===== src/rtl/pixel_frame_sequencer.sv =====
// Frame sequencer for the pixel array: erase, expose, convert (ADC code ramp),
// two read phases, then a valid/ready hand-off of the captured 32-bit frame word.
module pixel_frame_sequencer #(
   parameter int ERASE_CYCLES = 4,
   parameter int READ_CYCLES  = 2,
   parameter int CNT_W        = 8
) (
   input  logic             clk,
   input  logic             reset,
   input  logic             start,
   input  logic [15:0]      cfg_expose,
   output logic             erase,
   output logic             expose,
   output logic             convert,
   output logic             read0,
   output logic             read1,
   output logic [CNT_W-1:0] adc_code,
   input  logic [7:0]       data_in1,
   input  logic [7:0]       data_in2,
   output logic [31:0]      out_data,
   output logic             out_valid,
   input  logic             out_ready,
   output logic             busy,
   output logic             frame_done,
   output logic [2:0]       state_dbg
);

   // Handshake: a word transfers in any cycle where out_valid and out_ready are
   // both high; out_valid is a flop, so it never depends on out_ready in-cycle.
   typedef enum logic [2:0] {
      S_IDLE, S_ERASE, S_EXPOSE, S_CONVERT, S_READ0, S_READ1, S_OUT
   } state_t;

   localparam logic [31:0] CONV_LAST  = (32'd1 << CNT_W) - 32'd1;
   localparam logic [31:0] ERASE_LAST = 32'(ERASE_CYCLES - 1);
   localparam logic [31:0] READ_LAST  = 32'(READ_CYCLES - 1);

   state_t      state, state_nxt;
   logic [31:0] cnt, cnt_nxt;
   logic [31:0] phase_last;
   logic [15:0] expose_len;

   assign state_dbg = state;

   always_comb begin
      phase_last = '0;
      case (state)
         S_ERASE:           phase_last = ERASE_LAST;
         S_EXPOSE:          phase_last = {16'd0, expose_len} - 32'd1;
         S_CONVERT:         phase_last = CONV_LAST;
         S_READ0, S_READ1:  phase_last = READ_LAST;
         default:           phase_last = '0;
      endcase
   end

   // cnt is the 0-based cycle index within the current timed phase.
   always_comb begin
      state_nxt = state;
      cnt_nxt   = cnt + 32'd1;
      case (state)
         S_IDLE: begin
            cnt_nxt = '0;
            if (start) state_nxt = S_ERASE;
         end
         S_OUT: begin
            cnt_nxt = '0;
            if (out_ready) state_nxt = S_IDLE;
         end
         default: begin
            if (cnt == phase_last) begin
               cnt_nxt = '0;
               case (state)
                  S_ERASE:   state_nxt = S_EXPOSE;
                  S_EXPOSE:  state_nxt = S_CONVERT;
                  S_CONVERT: state_nxt = S_READ0;
                  S_READ0:   state_nxt = S_READ1;
                  S_READ1:   state_nxt = S_OUT;
                  default:   state_nxt = S_IDLE;
               endcase
            end
         end
      endcase
   end

   // Outputs are registered from the next-state decode so they line up with state.
   always_ff @(posedge clk) begin
      if (reset) begin
         state      <= S_IDLE;
         cnt        <= '0;
         expose_len <= 16'd1;
         erase      <= 1'b0;
         expose     <= 1'b0;
         convert    <= 1'b0;
         read0      <= 1'b0;
         read1      <= 1'b0;
         adc_code   <= '0;
         out_data   <= '0;
         out_valid  <= 1'b0;
         busy       <= 1'b0;
         frame_done <= 1'b0;
      end else begin
         state      <= state_nxt;
         cnt        <= cnt_nxt;
         erase      <= (state_nxt == S_ERASE);
         expose     <= (state_nxt == S_EXPOSE);
         convert    <= (state_nxt == S_CONVERT);
         read0      <= (state_nxt == S_READ0);
         read1      <= (state_nxt == S_READ1);
         adc_code   <= (state_nxt == S_CONVERT) ? cnt_nxt[CNT_W-1:0] : '0;
         out_valid  <= (state_nxt == S_OUT);
         busy       <= (state_nxt != S_IDLE);
         frame_done <= (state == S_OUT) && out_ready;
         if (state == S_IDLE && start)
            expose_len <= (cfg_expose == 16'd0) ? 16'd1 : cfg_expose;
         if (state == S_READ0 && cnt == phase_last)
            out_data[15:0] <= {data_in2, data_in1};
         if (state == S_READ1 && cnt == phase_last)
            out_data[31:16] <= {data_in2, data_in1};
      end
   end

endmodule


===== config.mk =====
export PLATFORM = sky130hd
export DESIGN_NAME = pixel_frame_sequencer
export DESIGN_NICKNAME = d
export VERILOG_FILES = /design/src/rtl/pixel_frame_sequencer.sv
export SDC_FILE = /design/constraint.sdc
export NUM_CORES = 1
export LEC_CHECK = 0
export CAP_MARGIN = 20
export CORE_ASPECT_RATIO = 0.75
export CORE_MARGIN = 4
export CORE_UTILIZATION = 44
export DETAILED_ROUTE_END_ITERATION = 8
export PLACE_DENSITY = 0.69
export RECOVER_POWER = 50
export SLEW_MARGIN = 20
export SYNTH_ARGS = -nofsm -noshare
export SYNTH_HDL_FRONTEND = slang
export SYNTH_SLANG_ARGS = --single-unit

===== constraint.sdc =====
create_clock -name clk -period 10.4 [get_ports clk]
set_input_delay 1.04 -clock clk [delete_from_list [all_inputs] [get_ports clk]]
set_output_delay 1.04 -clock clk [all_outputs]
set_load 0.03 [all_outputs]

==> results.py, run 1 <==
metrics = {
    "synth": {
        "syn-num-nets": 580,
        "synth.avg_cell_area_um2": 8.96,
        "synth_async_sr_flop_share_pct": 0,
        "dominantRegCellSynth": "sky130_fd_sc_hd__dfxtp_1",
        "synth_seq_area_share_pct": 40.9,
        "edff_count_synth": 0,
        "synth_area_mm2": 0.00485,
        "synth-seq-cells": 99,
        "yosys.cell_types.count": 61,
        "yosys_warnings": 0,
        "netlist_instances": 541,
    },
    "clocking": {
        "cts-buffers-inserted": 9,
        "maximum_clock_path_buffer_count": 2,
        "cts_repair_resize_count": 0,
        "h_tree_depth": 3,
        "tritoncts": "done",
        "cts_sinks": 99,
        "clk_pin_slew_worst_paths_ns": 0.07,
        "cts.hold.buffers_added": 0,
        "clock_insertion_delay_worst_skew_ns": 0.35,
        "ctsRootBufferMaster": "sky130_fd_sc_hd__clkbuf_16",
        "cts_post_setup_buffers_inserted": 0,
    },
    "job": {
        "timing.max_cap.violations": 1,
    },
    "grt": {
        "grt_start_max_net_pins": 57,
        "grt_remaining_overflow": 0,
        "grt_antenna_before_repair": 0,
        "grt.total_usage_pct": 18.5,
        "first_pass_grt_wire_length_um": 19000,
        "grt_pass1_vias": 3818,
    },
    "placement": {
        "post_dp_cell_area_mm2": 0.00567,
        "dpl.cell_count": 728,
        "port-buffer-count": 86,
        "gpl.final_weighted_congestion": 0.865,
        "dp.final_hpwl_um": 8380,
    },
    "timing": {
        "fmax_mhz": 211,
        "worst_pin_slew_ns": 2.46,
        "final.period_utilization_pct": 45.7,
        "timing.final.hold_violations": 0,
        "grt_setup_unrepaired": "false",
        "worst_clock_skew_ns": 0.00532,
        "finalSetupViolations": 0,
        "final-max-slew-violation-count": 57,
        "period_minus_slack_ns": 4.75,
        "timing.slew.headroom_pct": -63.8,
        "timing.setup.tns_ns": 0,
    },
    "worst_hold_path": {
        "hp-class": "reg2reg",
        "hold_path.startpoint": "expose_len[15]$_SDFFE_PP0P_",
    },
    "cells_and_area": {
        "fin_area_mm2": 0.00597,
        "final_cell_count_no_fill": 744,
        "most_common_cell_after_layout_fill_and_taps_aside": "sky130_fd_sc_hd__dfxtp_1",
        "layout.filler_cells": 951,
        "drive_gt1_share_pct": 7.24,
        "final_net_count": 642,
        "finalCoreUtilization_pct": 56.7,
        "diodes_inserted": 0,
        "syn2layout_area_growth_pct": 23.1,
        "commonest_cells_after_routing_fill_and_taps_aside": "99 x sky130_fd_sc_hd__dfxtp_1, 83 x sky130_fd_sc_hd__nor2_1, 51 x sky130_fd_sc_hd__dlygate4sd3_1",
    },
    "route": {
        "detailedRoute.firstIterationViolations": 269,
        "route.final.wire_length_um": 11300,
        "dr.pass1.iters": 4,
        "drt.antenna.violating_nets": 0,
        "drc_errors": 0,
        "drt-wirelength-per-cell_um": 15.1,
        "vias_per_cell": 5.36,
        "vias": 3989,
    },
    "floorplan": {
        "design.die.area_mm2": 0.0128,
        "number_of_standard_cell_rows_in_the_floorplan": 32,
        "fp.dieH_um": 98.9,
        "die_w_um": 129,
        "design.core.area_mm2": 0.0105,
        "top_level_ports": 87,
        "floorplan.initialDensity_pct": 46.1,
    },
    "worst_setup_path": {
        "crit-reg2reg-launch": "state_dbg[1]$_SDFF_PP0_",
        "worst-endpoint-required_ns": 10.54,
        "path_class": "reg2reg",
        "worst_setup_path_startpoint": "state_dbg[1]$_SDFF_PP0_",
        "critPathMaxFanout": 14,
        "launching_element_type_of_the_critical_path": "flip-flop",
        "worst_ep_arrival_time_ns": 4.89,
        "timing.critical_path.to_type": "flip-flop",
    },
    "pwr": {
        "leakagePower_nw": 2.31,
        "powerDensity_mw_per_mm2": 191,
        "ir_drop_mv": 0.0997,
    },
    "status": {
        "result_of_the_run": "finished, violations left",
        "failed_checks": "max-capacitance violations, max-slew violations",
    },
}
## path summary, 6_finish.rpt
check | to | slack (ns) | depth (start not counted)
min reg2reg | expose_len[15]$_SDFFE_PP0P_ | 0.49 | 2
min | expose_len[15]$_SDFFE_PP0P_ | 0.49 | 2
max | out_data[2]$_SDFFE_PP0P_ | 5.65 | 8
max reg2reg | out_data[2]$_SDFFE_PP0P_ | 5.65 | 8
## worst max-delay path, stage by stage (launching register included)
cell and delay [ns]:
sky130_fd_sc_hd__dfxtp_1 0.61, sky130_fd_sc_hd__or3b_2 0.64, sky130_fd_sc_hd__or4_1 0.59, sky130_fd_sc_hd__a211o_1 0.29
sky130_fd_sc_hd__nor4_1 0.98, sky130_fd_sc_hd__nand4b_1 0.80, sky130_fd_sc_hd__buf_6 0.39, sky130_fd_sc_hd__mux2i_1 0.16
sky130_fd_sc_hd__nor2_1 0.05
## power breakdown
group | internal (mW) | switching, mW
registers | 0.402 | 0.0360
logic | 0.123 | 0.227
clock network | 0.194 | 0.156
total | 0.719 | 0.419
## routing by layer
metal	routed length [um]	track usage [%]	part of all wire, %	up-vias
met5	0	0	0	-
met1	5740	27.9	51	1854
met3	742	5.36	6.6	4
met2	4710	24.7	42	113
met4	69	6.05	0.61	0
li1	-	-	-	2018
## Yosys cell counts (13+ instances only)
cell type | instances | area (um^2)
sky130_fd_sc_hd__dfxtp_1 | 99 | 1980
sky130_fd_sc_hd__nor2_1 | 83 | 312
sky130_fd_sc_hd__nand2_1 | 46 | 173
sky130_fd_sc_hd__mux2i_1 | 34 | 340
sky130_fd_sc_hd__xor2_1 | 24 | 210
sky130_fd_sc_hd__a21oi_1 | 21 | 105
sky130_fd_sc_hd__xnor2_1 | 18 | 158
sky130_fd_sc_hd__clkbuf_1 | 17 | 63.8
sky130_fd_sc_hd__inv_1 | 13 | 48.8
sky130_fd_sc_hd__nand4_1 | 13 | 81.3
## final cells by class
class | count | area [um^2] | area share, %
repair buffers | 87 | 866 | 14.5
flip-flops and latches | 99 | 1980 | 33.2
clock inverters | 7 | 90.1 | 1.51
inverters | 13 | 48.8 | 0.817
multi-input cells | 393 | 2590 | 43.4
well taps | 136 | 170 | 2.85
clock buffers | 9 | 225 | 3.77
## cells by family (layout without fill, tap and decap cells)
family	Yosys count	count (layout)	share of synthesized area, %
AOI/OAI and AO/OA	64	64	9.06
DFF	99	99	40.9
buffers and inverters	49	116	5.44
and+or+nand+nor	247	247	28.1
adders and majority gates	3	3	0.774
muxes	35	35	7.33
xor gates and xnor gates	44	44	8.38
## through the flow
| step | power [mW] | setup slack [ns] | hold WS [ns] |
|---|---|---|---|
| after floorplan | 0.739 | 7.02 | 0.454 |
| after global placement | 0.796 | 6.30 | 0.474 |
| after detailed placement | 0.804 | 6.41 | 0.484 |
| after CTS | 1.15 | 6.40 | 0.493 |
| after global routing | 1.20 | 5.24 | 0.520 |
| final | 1.14 | 5.65 | 0.492 |
## flip-flops by register name, summed over array words and instances (netlist names)
name and cells:
expose_len 16, read0 1, expose 1, erase 1, out_data 32, convert 1, adc_code 8, read1 1
out_valid 1, busy 1, state_dbg 3, cnt 32, frame_done 1
Note: power is estimated with default switching activity, not from simulation.
==> run 2: changes to the inputs <==
PLACE_DENSITY = 0.71   (was 0.69)
clock period = 4.1 ns   (was 10.4 ns; I/O delays follow)
==> run 2 against run 1 <==
Largest power group unchanged. Highest routed layer unchanged. Clock power increased by 130%. Power increased by 150%. Core utilization increased by 0.18 points. Register-to-register slack got worse by 5.3 ns. Sequential share of layout area decreased by 0.10 points. Via count increased by 1.7%. Clock skew increased by 0.0025 ns. Non-clock buffer count increased by 7. Final cell count increased by 0.81%. The flow now finishes without violations.
==> results.py, run 2 (synthesis results as in run 1) <==
metrics = {
    "clocking": {
        "h_tree_depth": 3,
        "cts_repair_resize_count": 0,
        "cts_post_setup_buffers_inserted": 0,
        "clock_insertion_delay_worst_skew_ns": 0.34,
        "clk_pin_slew_worst_paths_ns": 0.07,
        "ctsRootBufferMaster": "sky130_fd_sc_hd__clkbuf_16",
        "tritoncts": "done",
        "cts.hold.buffers_added": 0,
        "cts-buffers-inserted": 9,
        "maximum_clock_path_buffer_count": 2,
        "cts_sinks": 99,
    },
    "cells_and_area": {
        "seqCellArea_mm2": 0.00198,
        "diodes_inserted": 0,
        "syn2layout_area_growth_pct": 23.5,
        "multi_input_area_mm2": 0.00260,
        "drive_gt1_share_pct": 8.31,
        "commonest_cells_after_routing_fill_and_taps_aside": "99 x sky130_fd_sc_hd__dfxtp_1, 83 x sky130_fd_sc_hd__nor2_1, 52 x sky130_fd_sc_hd__dlygate4sd3_1",
        "most_common_cell_after_layout_fill_and_taps_aside": "sky130_fd_sc_hd__dfxtp_1",
        "final_cell_count_no_fill": 750,
        "fin_area_mm2": 0.00599,
        "final_net_count": 649,
        "layout.filler_cells": 954,
        "reg.largest.list": "cnt (32), out_data (32), expose_len (16)",
    },
    "floorplan": {
        "die_w_um": 129,
        "design.core.area_mm2": 0.0105,
        "design.die.area_mm2": 0.0128,
        "number_of_standard_cell_rows_in_the_floorplan": 32,
        "floorplan.initialDensity_pct": 46.1,
        "top_level_ports": 87,
        "fp.dieH_um": 98.9,
    },
    "worst_setup_path": {
        "crit_path_top_delay_cell": "sky130_fd_sc_hd__or4_4",
        "launching_element_type_of_the_critical_path": "flip-flop",
        "cp_num_buf_inv": 0,
        "timing.critical_path.cells": "or4_4 -> or4_1 -> a21oi_2 -> xnor2_1 -> nand4_2 -> nor4_4 -> and2_1 -> o2111ai_4 -> nor4b_2",
        "crit_family": "simple AND/OR/NAND/NOR gates",
        "cp_slowest_stage_delay_ns": 0.65,
        "timing.critical_path.to_type": "flip-flop",
        "path_class": "reg2reg",
        "worst-endpoint-required_ns": 4.31,
        "critPathMaxFanout": 15,
        "worst_ep_arrival_time_ns": 3.98,
    },
    "grt": {
        "grt.total_usage_pct": 17.9,
        "grt_remaining_overflow": 0,
        "grt_pass1_vias": 3687,
        "grt_start_max_net_pins": 49,
        "first_pass_grt_wire_length_um": 18800,
        "grt_antenna_before_repair": 0,
    },
    "placement": {
        "port-buffer-count": 86,
        "dp.final_hpwl_um": 8620,
        "post_dp_cell_area_mm2": 0.00572,
        "dpl.cell_count": 735,
        "gpl.final_weighted_congestion": 0.837,
    },
    "pwr": {
        "netSwitchingPower_mw": 1.06,
        "powerDensity_mw_per_mm2": 472,
        "swShare_pct": 37.4,
        "leakagePower_nw": 2.33,
        "p_int_mw": 1.77,
        "power_mw": 2.83,
        "power.sequential.fraction_pct": 38.2,
        "ir_drop_mv": 0.287,
        "power.share.clock_pct": 28.2,
        "combinationalPowerShare_pct": 33.6,
    },
    "worst_hold_path": {
        "hp-class": "in2reg",
    },
    "route": {
        "drt-wirelength-per-cell_um": 15.2,
        "dr.pass1.iters": 5,
        "vias": 4055,
        "route.final.wire_length_um": 11400,
        "drc_errors": 0,
        "drt.antenna.violating_nets": 0,
        "detailedRoute.firstIterationViolations": 301,
        "vias_per_cell": 5.41,
    },
    "timing": {
        "finalSetupViolations": 0,
        "timing.slew.headroom_pct": 36.7,
        "timing.setup.tns_ns": 0,
        "timing.final.hold_violations": 0,
        "final-max-slew-violation-count": 0,
        "worst_clock_skew_ns": 0.00784,
        "worst_pin_slew_ns": 0.949,
        "grt_setup_unrepaired": "false",
        "fmax_mhz": 265,
        "final.period_utilization_pct": 92.1,
        "period_minus_slack_ns": 3.78,
    },
    "status": {
        "result_of_the_run": "complete, no violations",
    },
    "job": {
        "timing.max_cap.violations": 0,
    },
}
==> run 2: cell types whose count changed in the layout (fill, tap and decap cells not counted), sizes merged <==
cell and delta:
clkdlybuf4s50 -1, buf +7, clkinvlp +1, inv -2
clkinv +1, bufinv -1, dlygate4sd3 +1
==> run 2: layout make-up <==
cell class | instances | area share (%)
Multi-Input combinational cell | 393 | 43.4
Sequential cell | 99 | 33.1
Timing Repair Buffer | 94 | 15.2
Clock buffer | 9 | 3.76
Tap cell | 136 | 2.84
Clock inverter | 6 | 0.836
Inverter | 13 | 0.815
==> run 2: power groups by stage <==
stage,registers [mW],clock network (mW),logic [mW]
after floorplan,1.13,0,0.741
after global placement,1.10,0,0.938
after detailed placement,1.10,0,0.960
after CTS,1.08,0.813,0.964
after global routing,1.09,0.854,1.02
final,1.08,0.797,0.949
==> run 2: metal layers <==
layer	wire (um)	track usage [%]	vias up
li1	-	-	2043
met4	155	4.84	0
met5	0	0	-
met1	5950	27.9	1883
met3	603	3.74	10
met2	4720	24.7	119
==> run 2: worst paths after layout <==
| kind | from | end | slack (ns) | cells past startpoint |
|---|---|---|---|---|
| hold / removal | reset | out_data[22]$_SDFFE_PP0P_ | 0.38 | 2 |
| setup / recovery | expose_len[4]$_SDFFE_PP0P_ | erase$_SDFF_PP0_ | 0.32 | 9 |
| setup reg to reg | expose_len[4]$_SDFFE_PP0P_ | erase$_SDFF_PP0_ | 0.32 | 9 |
| hold reg to reg | expose_len[13]$_SDFFE_PP0P_ | expose_len[13]$_SDFFE_PP0P_ | 0.49 | 2 |
==> run 2: metrics by stage <==
stage	hold WS, ns	utilization [%]	setup slack [ns]
final	0.378	56.9	0.323
after global routing	0.394	56.9	0.110
after CTS	0.373	56.9	0.353
after detailed placement	0.475	54.3	0.381
after global placement	0.473	54.3	0.536
after floorplan	0.454	-	0.723
